===== src/rtl/prog_loader_pkg.sv =====
// Shared definitions for the program loader: FSM state encoding and a state-class helper.
package prog_loader_pkg;

    typedef enum logic [2:0] {
        S_IDLE   = 3'd0,
        S_LEN_LO = 3'd1,
        S_LEN_HI = 3'd2,
        S_DATA   = 3'd3,
        S_CHK    = 3'd4,
        S_DONE   = 3'd5,
        S_ERROR  = 3'd6
    } state_t;

    // States in which a frame is in flight: bytes accepted, CPU stalled, timeout armed.
    function automatic logic is_loading(input state_t s);
        return (s == S_LEN_LO) || (s == S_LEN_HI) || (s == S_DATA) || (s == S_CHK);
    endfunction

endpackage


===== src/rtl/prog_loader_byte_packer.sv =====
// Collects payload bytes little-endian; presents the full word combinationally with the 4th byte.
module prog_loader_byte_packer
    import prog_loader_pkg::*;
(
    input  logic        clk,
    input  logic        rst,
    input  logic        clear,
    input  logic        octet_valid,
    input  logic [7:0]  octet,
    output logic        word_valid,
    output logic [31:0] word
);

    logic [1:0]  idx;
    logic [23:0] low;

    always_ff @(posedge clk or negedge rst) begin
        if (!rst) begin
            idx <= 2'd0;
            low <= 24'd0;
        end else if (clear) begin
            idx <= 2'd0;
            low <= 24'd0;
        end else if (octet_valid) begin
            idx <= idx + 2'd1;
            case (idx)
                2'd0:    low[7:0]   <= octet;
                2'd1:    low[15:8]  <= octet;
                2'd2:    low[23:16] <= octet;
                default: ;
            endcase
        end
    end

    assign word_valid = octet_valid && (idx == 2'd3);
    assign word       = {octet, low};

endmodule


===== src/rtl/prog_loader.sv =====
// Byte-stream program loader: parses LEN/payload/CHK frames and writes words to instruction RAM.
// Handshake: rx_valid is a 1-cycle strobe with no back-pressure; mem_we is a 1-cycle write pulse.
module prog_loader
    import prog_loader_pkg::*;
#(
    parameter int ADDR_W  = 14,
    parameter int TIMEOUT = 1000000
) (
    input  logic              clk,
    input  logic              rst,
    input  logic              start,
    input  logic              rx_valid,
    input  logic [7:0]        rx_byte,
    output logic              mem_we,
    output logic [ADDR_W-1:0] mem_addr,
    output logic [31:0]       mem_wdata,
    output logic              cpu_stall,
    output logic              done,
    output logic              err,
    output logic [15:0]       word_count,
    output logic [2:0]        dbg_state
);

    localparam int TMO_W = $clog2(TIMEOUT + 1);

    state_t            state, state_next;
    logic [7:0]        len_lo;
    logic [15:0]       len;
    logic [15:0]       len_full;
    logic [7:0]        chk;
    logic [TMO_W-1:0]  tmo_cnt;
    logic              start_ok, byte_ok, data_ok, timeout_hit, last_word;
    logic              word_valid;
    logic [31:0]       word;

    assign start_ok    = start && (state == S_IDLE || state == S_DONE || state == S_ERROR);
    assign byte_ok     = rx_valid && is_loading(state);
    assign data_ok     = byte_ok && (state == S_DATA);
    assign timeout_hit = is_loading(state) && !byte_ok && (tmo_cnt == TMO_W'(TIMEOUT));
    assign last_word   = word_valid && ((word_count + 16'd1) == len);
    assign len_full    = {rx_byte, len_lo};

    prog_loader_byte_packer u_packer (
        .clk         (clk),
        .rst         (rst),
        .clear       (start_ok),
        .octet_valid (data_ok),
        .octet       (rx_byte),
        .word_valid  (word_valid),
        .word        (word)
    );

    always_ff @(posedge clk or negedge rst) begin
        if (!rst) state <= S_IDLE;
        else      state <= state_next;
    end

    always_comb begin
        state_next = state;
        if (start_ok) begin
            state_next = S_LEN_LO;
        end else if (timeout_hit) begin
            state_next = S_ERROR;
        end else if (byte_ok) begin
            case (state)
                S_LEN_LO: state_next = S_LEN_HI;
                S_LEN_HI: begin
                    if (len_full == 16'd0)                           state_next = S_CHK;
                    else if (32'(len_full) > (32'd1 << ADDR_W))      state_next = S_ERROR;
                    else                                             state_next = S_DATA;
                end
                S_DATA:   if (last_word) state_next = S_CHK;
                S_CHK:    state_next = (rx_byte == chk) ? S_DONE : S_ERROR;
                default:  ;
            endcase
        end
    end

    // Datapath: the write is registered off the 4th byte, so it lands the cycle after acceptance.
    always_ff @(posedge clk or negedge rst) begin
        if (!rst) begin
            mem_we     <= 1'b0;
            mem_addr   <= '0;
            mem_wdata  <= 32'd0;
            word_count <= 16'd0;
            len_lo     <= 8'd0;
            len        <= 16'd0;
            chk        <= 8'd0;
            tmo_cnt    <= '0;
        end else begin
            mem_we <= 1'b0;
            if (start_ok) begin
                word_count <= 16'd0;
                len        <= 16'd0;
                chk        <= 8'd0;
                tmo_cnt    <= '0;
            end else begin
                if (byte_ok || !is_loading(state)) tmo_cnt <= '0;
                else                               tmo_cnt <= tmo_cnt + TMO_W'(1);
                if (byte_ok && state == S_LEN_LO) len_lo <= rx_byte;
                if (byte_ok && state == S_LEN_HI) len    <= len_full;
                if (data_ok) chk <= chk ^ rx_byte;
                if (word_valid) begin
                    mem_we     <= 1'b1;
                    mem_addr   <= ADDR_W'(word_count);
                    mem_wdata  <= word;
                    word_count <= word_count + 16'd1;
                end
            end
        end
    end

    assign cpu_stall = is_loading(state);
    assign done      = (state == S_DONE);
    assign err       = (state == S_ERROR);
    assign dbg_state = state;

endmodule

===== config.mk =====
export PLATFORM = sky130hd
export DESIGN_NAME = prog_loader
export DESIGN_NICKNAME = d
export VERILOG_FILES = /design/src/rtl/prog_loader_pkg.sv /design/src/rtl/prog_loader_byte_packer.sv /design/src/rtl/prog_loader.sv
export SDC_FILE = /design/constraint.sdc
export NUM_CORES = 1
export LEC_CHECK = 0
export ABC_AREA = 1
export BUFFER_PORTS_ARGS = -buffer_cell sky130_fd_sc_hd__buf_2
export CAP_MARGIN = 0
export CORE_MARGIN = 3
export CORE_UTILIZATION = 55
export DETAILED_ROUTE_END_ITERATION = 16
export GPL_TIMING_DRIVEN = 1
export PLACE_DENSITY = 0.78
export SLEW_MARGIN = 20
export SYNTH_ARGS = -nofsm -noshare
export SYNTH_HDL_FRONTEND = slang
export SYNTH_SLANG_ARGS = --single-unit
export TNS_END_PERCENT = 50

===== constraint.sdc =====
create_clock -name clk -period 2.98 [get_ports clk]
set_input_delay 0.298 -clock clk [delete_from_list [all_inputs] [get_ports clk]]
set_output_delay 0.298 -clock clk [all_outputs]
set_load 0.005 [all_outputs]

## After elaboration in Yosys (flattened, before gate mapping)

Index checks and enable logic that the tools add are counted.

- Register bits after elaboration: 144
- Bits of input ports: 12
- Logic and storage cells: 91

- Multiplexer cells: 25
- Bitwise logic cells: 2
- Magnitude comparators: 1
- Reductions and logical operators: 34
- $add $sub $neg: 3
- Equality and inequality tests: 13

Operators with widths:

| operator | number |
|---|---|
| $mux 16 | 4 |
| $mux 24 | 2 |
| $mux 20 | 2 |
| $mux 8 | 5 |
| $add 20x1->20 const B | 1 |
| $eq 20x20->1 const B | 1 |
| $mux 3 | 6 |
| $add 16x1->16 const B | 1 |
| $eq 16x16->1 | 1 |
| $gt 16x15->1 const B | 1 |
| $logic_not 16->1 | 1 |
| $pmux 3 s4 | 1 |
| $reduce_bool 2->1 | 6 |
| $reduce_and 2->1 | 5 |
| $eq 3x3->1 const B | 3 |
| $logic_and 1x1->1 | 9 |
| $eq 8x8->1 | 1 |
| $xor 8x8->8 | 1 |
| $eq 3x2->1 const B | 2 |
| $logic_or 1x1->1 | 6 |
| $mux 2 | 3 |
| $reduce_bool 6->1 | 1 |
| $eq 2x2->1 const B | 2 |
| $ne 4x4->1 const B | 1 |
| other kinds (10) | 12 |

## Longest topological paths before layout

- Depth in word-level cells: 13
- Mapped depth: 17
- Mapped depth without buffers: 17

## Cells and area by module

Synthesis repeated with hierarchy kept, for this count alone.

- Cells, all modules: 854
- Area total of the unflattened synthesis: 7070.5 µm²

By module, submodules not included:

| module | times used | cells an instance | area an instance (µm²) |
|---|---|---|---|
| prog_loader | 1 | 706 | 5729.2 |
| prog_loader_byte_packer | 1 | 148 | 1341.3 |

## Least setup slack after synthesis

No wires, ideal clock.

- Path type: register to register
- Start: reg word_count[0]
- End: reg state[1] (netlist: dbg_state[1])
- Required time: 2863 ps
- Data arrival time: 1728 ps
- Slack: 1135 ps
- Stages on the path, launching flop included: 17
- Path buffers: 0
- Cells stage by stage: dfrtp_1 -> ha_1 -> nand2_1 -> nor2_2 -> nand2_1 -> o21ai_0 -> nand2_1 -> nor2_1 -> nor2_1 -> nand2_1 -> nor2_1 -> nand2_1 -> nand2_1 -> nand2_2 -> nand2_2 -> nand2_1 -> nand2_1

- Cells in the longest elaborated chain, start to end: 5

RTL lines:

| element | line | RTL |
|---|---|---|
| start, declared | prog_loader.sv:20 | `output logic [15:0] word_count,` |
| start signal, assigned | prog_loader.sv:107 | `word_count <= word_count + 16'd1;` |
| $add 16x1->16 | prog_loader.sv:40 | `assign last_word = word_valid && ((word_count + 16'd1) == len);` |
| $eq 16x16->1 | prog_loader.sv:40 |  |
| $logic_and 1x1->1 | prog_loader.sv:40 |  |
| $ne 4x4->1 (no line) | - |  |
| $reduce_and 3->1 (no line) | - |  |
| end signal, assigned | prog_loader.sv:55 | `else state <= state_next;` |
| end, declared | prog_loader.sv:26 | `state_t state, state_next;` |

No other way between the ends.
A chain may end at the register's enable or synchronous reset.

## Final worst setup path

- Start: reg state[1] (netlist: dbg_state[1])
- End: reg len[9]

- Cells in the longest elaborated chain, start to end: 7
- Elaborated cells between the ends (all ways): 17
- Classes of those cells: 6 x eq/ne; 1 x mux; 10 x reduce/logical

RTL lines:

| element | line | RTL |
|---|---|---|
| $eq 3x1->1 or $eq 3x2->1 (tied branches) | prog_loader_pkg.sv:16, prog_loader.sv:101 |  |
| $logic_or 1x1->1 (3 in a row) | prog_loader_pkg.sv:16 | `return (s == S_LEN_LO) \|\| (s == S_LEN_HI) \|\| (s == S_DATA) \|\| (s == S_CHK);` |
| $logic_and 1x1->1 | prog_loader.sv:37 | `assign byte_ok = rx_valid && is_loading(state);` |
| $logic_and 1x1->1 | prog_loader.sv:101 | `if (byte_ok && state == S_LEN_HI) len <= len_full;` |
| $reduce_bool 2->1 (no line) | - |  |
| end signal, assigned | prog_loader.sv:101 |  |
| end, declared | prog_loader.sv:28 | `logic [15:0] len;` |

Parallel ways exist; a longest one is shown, timed or not.

==> flow_summary_export.csv <==
group,metric,value,unit
place,place_inst,1007,
worst_setup_path,crit_type,"register to register",
sta,maxSlewViolCount,0,
global_route,grt_remaining_overflow,0,
cts,cts-root-buf,"clkbuf_16",
sta,rsz0062_at_grt,"false",
worst_setup_path,endpoint_kind,"register",
sta,post-route-period-util,79.46,%
die,die_x,116.1,um
power_and_ir_drop,power_density,766.9,nW/um^2
run_status,status,"finished clean",
final_layout,stdcell_count,1039,
run,max_cap_viol_count,0,
place,dp.final_hpwl,10.64,mm
place,port_buffers,80,
final_layout,nNetsFinal,903,
global_route,antenna_found_initial,0,
yosys,syn_area,6661,um^2
yosys,postSynthAreaPerCell,8.337,um^2
cts,cts_tree,"yes",
worst_setup_path,worst_ep_required_time,3310,ps
route,vias,5539,
cts,cts.sinks,144,
die,core,11610,um^2
final_layout,syn2layout_area_growth,17.66,%
yosys,synth_seq_cells,144,
route,drc,0,
global_route,grt_max_degree,68,
final_layout,regArea,3603,um^2
worst_setup_path,startpoint_type,"register",
sta,max_freq,0.4223,GHz
sta,fin_skew,5.407,ps
die,initial_core_util,57.36,%
route,drtIter0Drc,422,
cts,cts_setup_buffers,0,
global_route,grt_pass1_wl,25.16,mm
cts,cts_max_path_buffers,2,
route,routed_wl,14.92,mm
route,avgViaCountPerCell,5.331,
global_route,grt_usage,23.89,%
hold_path,min_path_type,"input pin to register",
final_layout,drive_above_1_share,15.74,%
worst_setup_path,cp.arrival,2700,ps
route,drtAntennaViolNets,0,
worst_setup_path,worst-path-max-fanout,15,
place,gp_congestion,0.9503,
cts,clk_pin_slew,60,ps
cts,htreeDepth,4,
cts,cts-resized-gates,0,
die,dieHeight,116.1,um
die,rows,39,
die,die-area,13470,um^2
sta,setup_violations,0,
final_layout,num-fill-cells,984,
sta,slew_headroom,56.40,%
yosys,synth_cell_type_count,35,
sta,worst_pin_slew,651.7,ps
final_layout,antenna_cells,0,
yosys,ys_seq_area_share,54.09,%
sta,min_period,2368,ps
power_and_ir_drop,power,0.006010,W
route,wl_per_cell,14.36,um
cts,clk_latency,420,ps
global_route,grt_pass1_vias,5189,
final_layout,multi_input_area,2623,um^2
yosys,postSynthCellCount,799,
power_and_ir_drop,p_leak,4.113,nW
route,drtPass1Iterations,5,
sta,fin_setup_tns,0,ps
yosys,syn-num-nets,818,
die,ios,81,
cts,numCtsBuffers,17,
power_and_ir_drop,max-vdd-ir-drop,0.0004659,V
yosys,yosys_warnings,0,
sta,finalHoldViolations,0,
[synth_stat cells]
master,n,share of area [%]
nand2_1,235,13
dfrtp_1,144,54
inv_1,89,5.0
o21ai_0,78,5.9
nor2_1,67,3.8
nand3_1,46,3.5
a22oi_1,17,1.9
clkbuf_1,15,0.85
xor2_1,12,1.6
nand4_1,11,1.0
a21oi_1,10,0.75
nor3_1,10,0.75
o22ai_1,8,0.75
ha_1,7,1.3
buf_2,6,0.45
nor2_4,6,1.0
nand2_2,5,0.47
nor4_1,5,0.47
xnor2_1,4,0.53
a21oi_2,3,0.39
inv_2,3,0.17
nand3b_1,2,0.23
nor2_2,2,0.19
nor3b_1,2,0.23
o21bai_1,2,0.23
a211o_1,1,0.13
a31o_2,1,0.13
a31oi_1,1,0.094
buf_1,1,0.056
nand2_4,1,0.17
nand3_2,1,0.15
nor3_2,1,0.15
nor4_2,1,0.19
o21a_1,1,0.11
o21ai_1,1,0.075
[cells in the final DEF, fill, tap and decap left out, types with 3 or more instances in the layout]
cell type	instances
a21oi_1	10
a21oi_2	3
a22oi_1	17
buf_2	79
buf_4	6
bufinv_16	3
clkbuf_16	17
clkbuf_8	3
clkinv_2	4
dfrtp_1	144
ha_1	7
inv_1	89
inv_2	3
nand2_1	235
nand2_2	5
nand3_1	46
nand4_1	11
nor2_1	67
nor2_4	6
nor3_1	10
nor4_1	5
o21ai_0	78
o22ai_1	8
xnor2_1	4
xor2_1	12
[metrics by stage]
stage	setup WS, ps	utilization, %	hold WS, ps	instance area (um^2)
floorplan	1135	-	2.409	6661
global placement	730.0	62.18	342.1	7222
detailed placement	646.3	62.18	343.5	7222
CTS	601.4	67.49	263.7	7838
global route	359.6	67.49	271.4	7838
finish	612.2	67.49	271.2	7838
[critical path, cell delays in order (launching register included)]
cell     delay, ps
dfrtp_1        440
inv_1           80
nor2_1          50
nand2_1         60
inv_1           50
a211o_1        260
nand2_1        160
inv_2          160
nor2_1         540
inv_1          260
o21ai_0        230
[per-layer routing]
metal  vias up  track usage (%)  share of wire (%)
li1       2746                -                  -
met1      2618            35.11                 49
met2       147            35.52                 44
met3        28            4.700                4.2
met4         0            8.585                2.1
met5         -                0                  0
[kinds of logic (layout without fill, tap and decap cells)]
logic type	count (synthesis)	count (layout)	share of synthesized area, %
xor gates and xnor gates	16	16	2.104
buffers and inverters	114	211	6.536
DFF	144	144	54.09
AOI/OAI and AO/OA	123	123	10.44
adders and majority gates	7	7	1.315
and+or+nand+nor	395	395	25.51
[state kept, by name, indices dropped and copies added, names as in the netlist]
register      flops
chk               8
dbg_state         3
len              16
len_lo            8
mem_addr         14
mem_wdata        32
mem_we            1
tmo_cnt          20
u_packer.idx      2
u_packer.low     24
word_count       16
[what timing repair did]
action | 4_1_cts | 5_1_grt
endpoints found under the setup margin | 0 | 0
hold buffers | 1 | 0
endpoints found under the hold margin | 65 | 0
[final timing paths]
kind,from,slack [ps],to,cells after the start
worst max-delay path,dbg_state[1],610,len[9],10
worst min-delay path,rx_byte[5],270,len_lo[5],3
worst max register to register,dbg_state[1],610,len[9],10
worst min register to register,tmo_cnt[0],460,tmo_cnt[0],1
max in group asynchronous,rst,1770,chk[2],3
min in group asynchronous,rst,450,word_count[3],2
[cell type report]
type	instances	area share, %
inverters	92	4.406
repair buffers	88	6.146
clock inverters	10	1.724
clock buffers	21	6.003
multi-input cells	541	33.46
well taps	143	2.283
flip-flops and latches	144	45.98
[where the power goes]
group	internal [W]	switching [W]
clock network	0.00137	0.000778
logic	0.000432	0.000865
registers	0.00231	0.000248
Note: power is estimated with default switching activity, not from simulation.
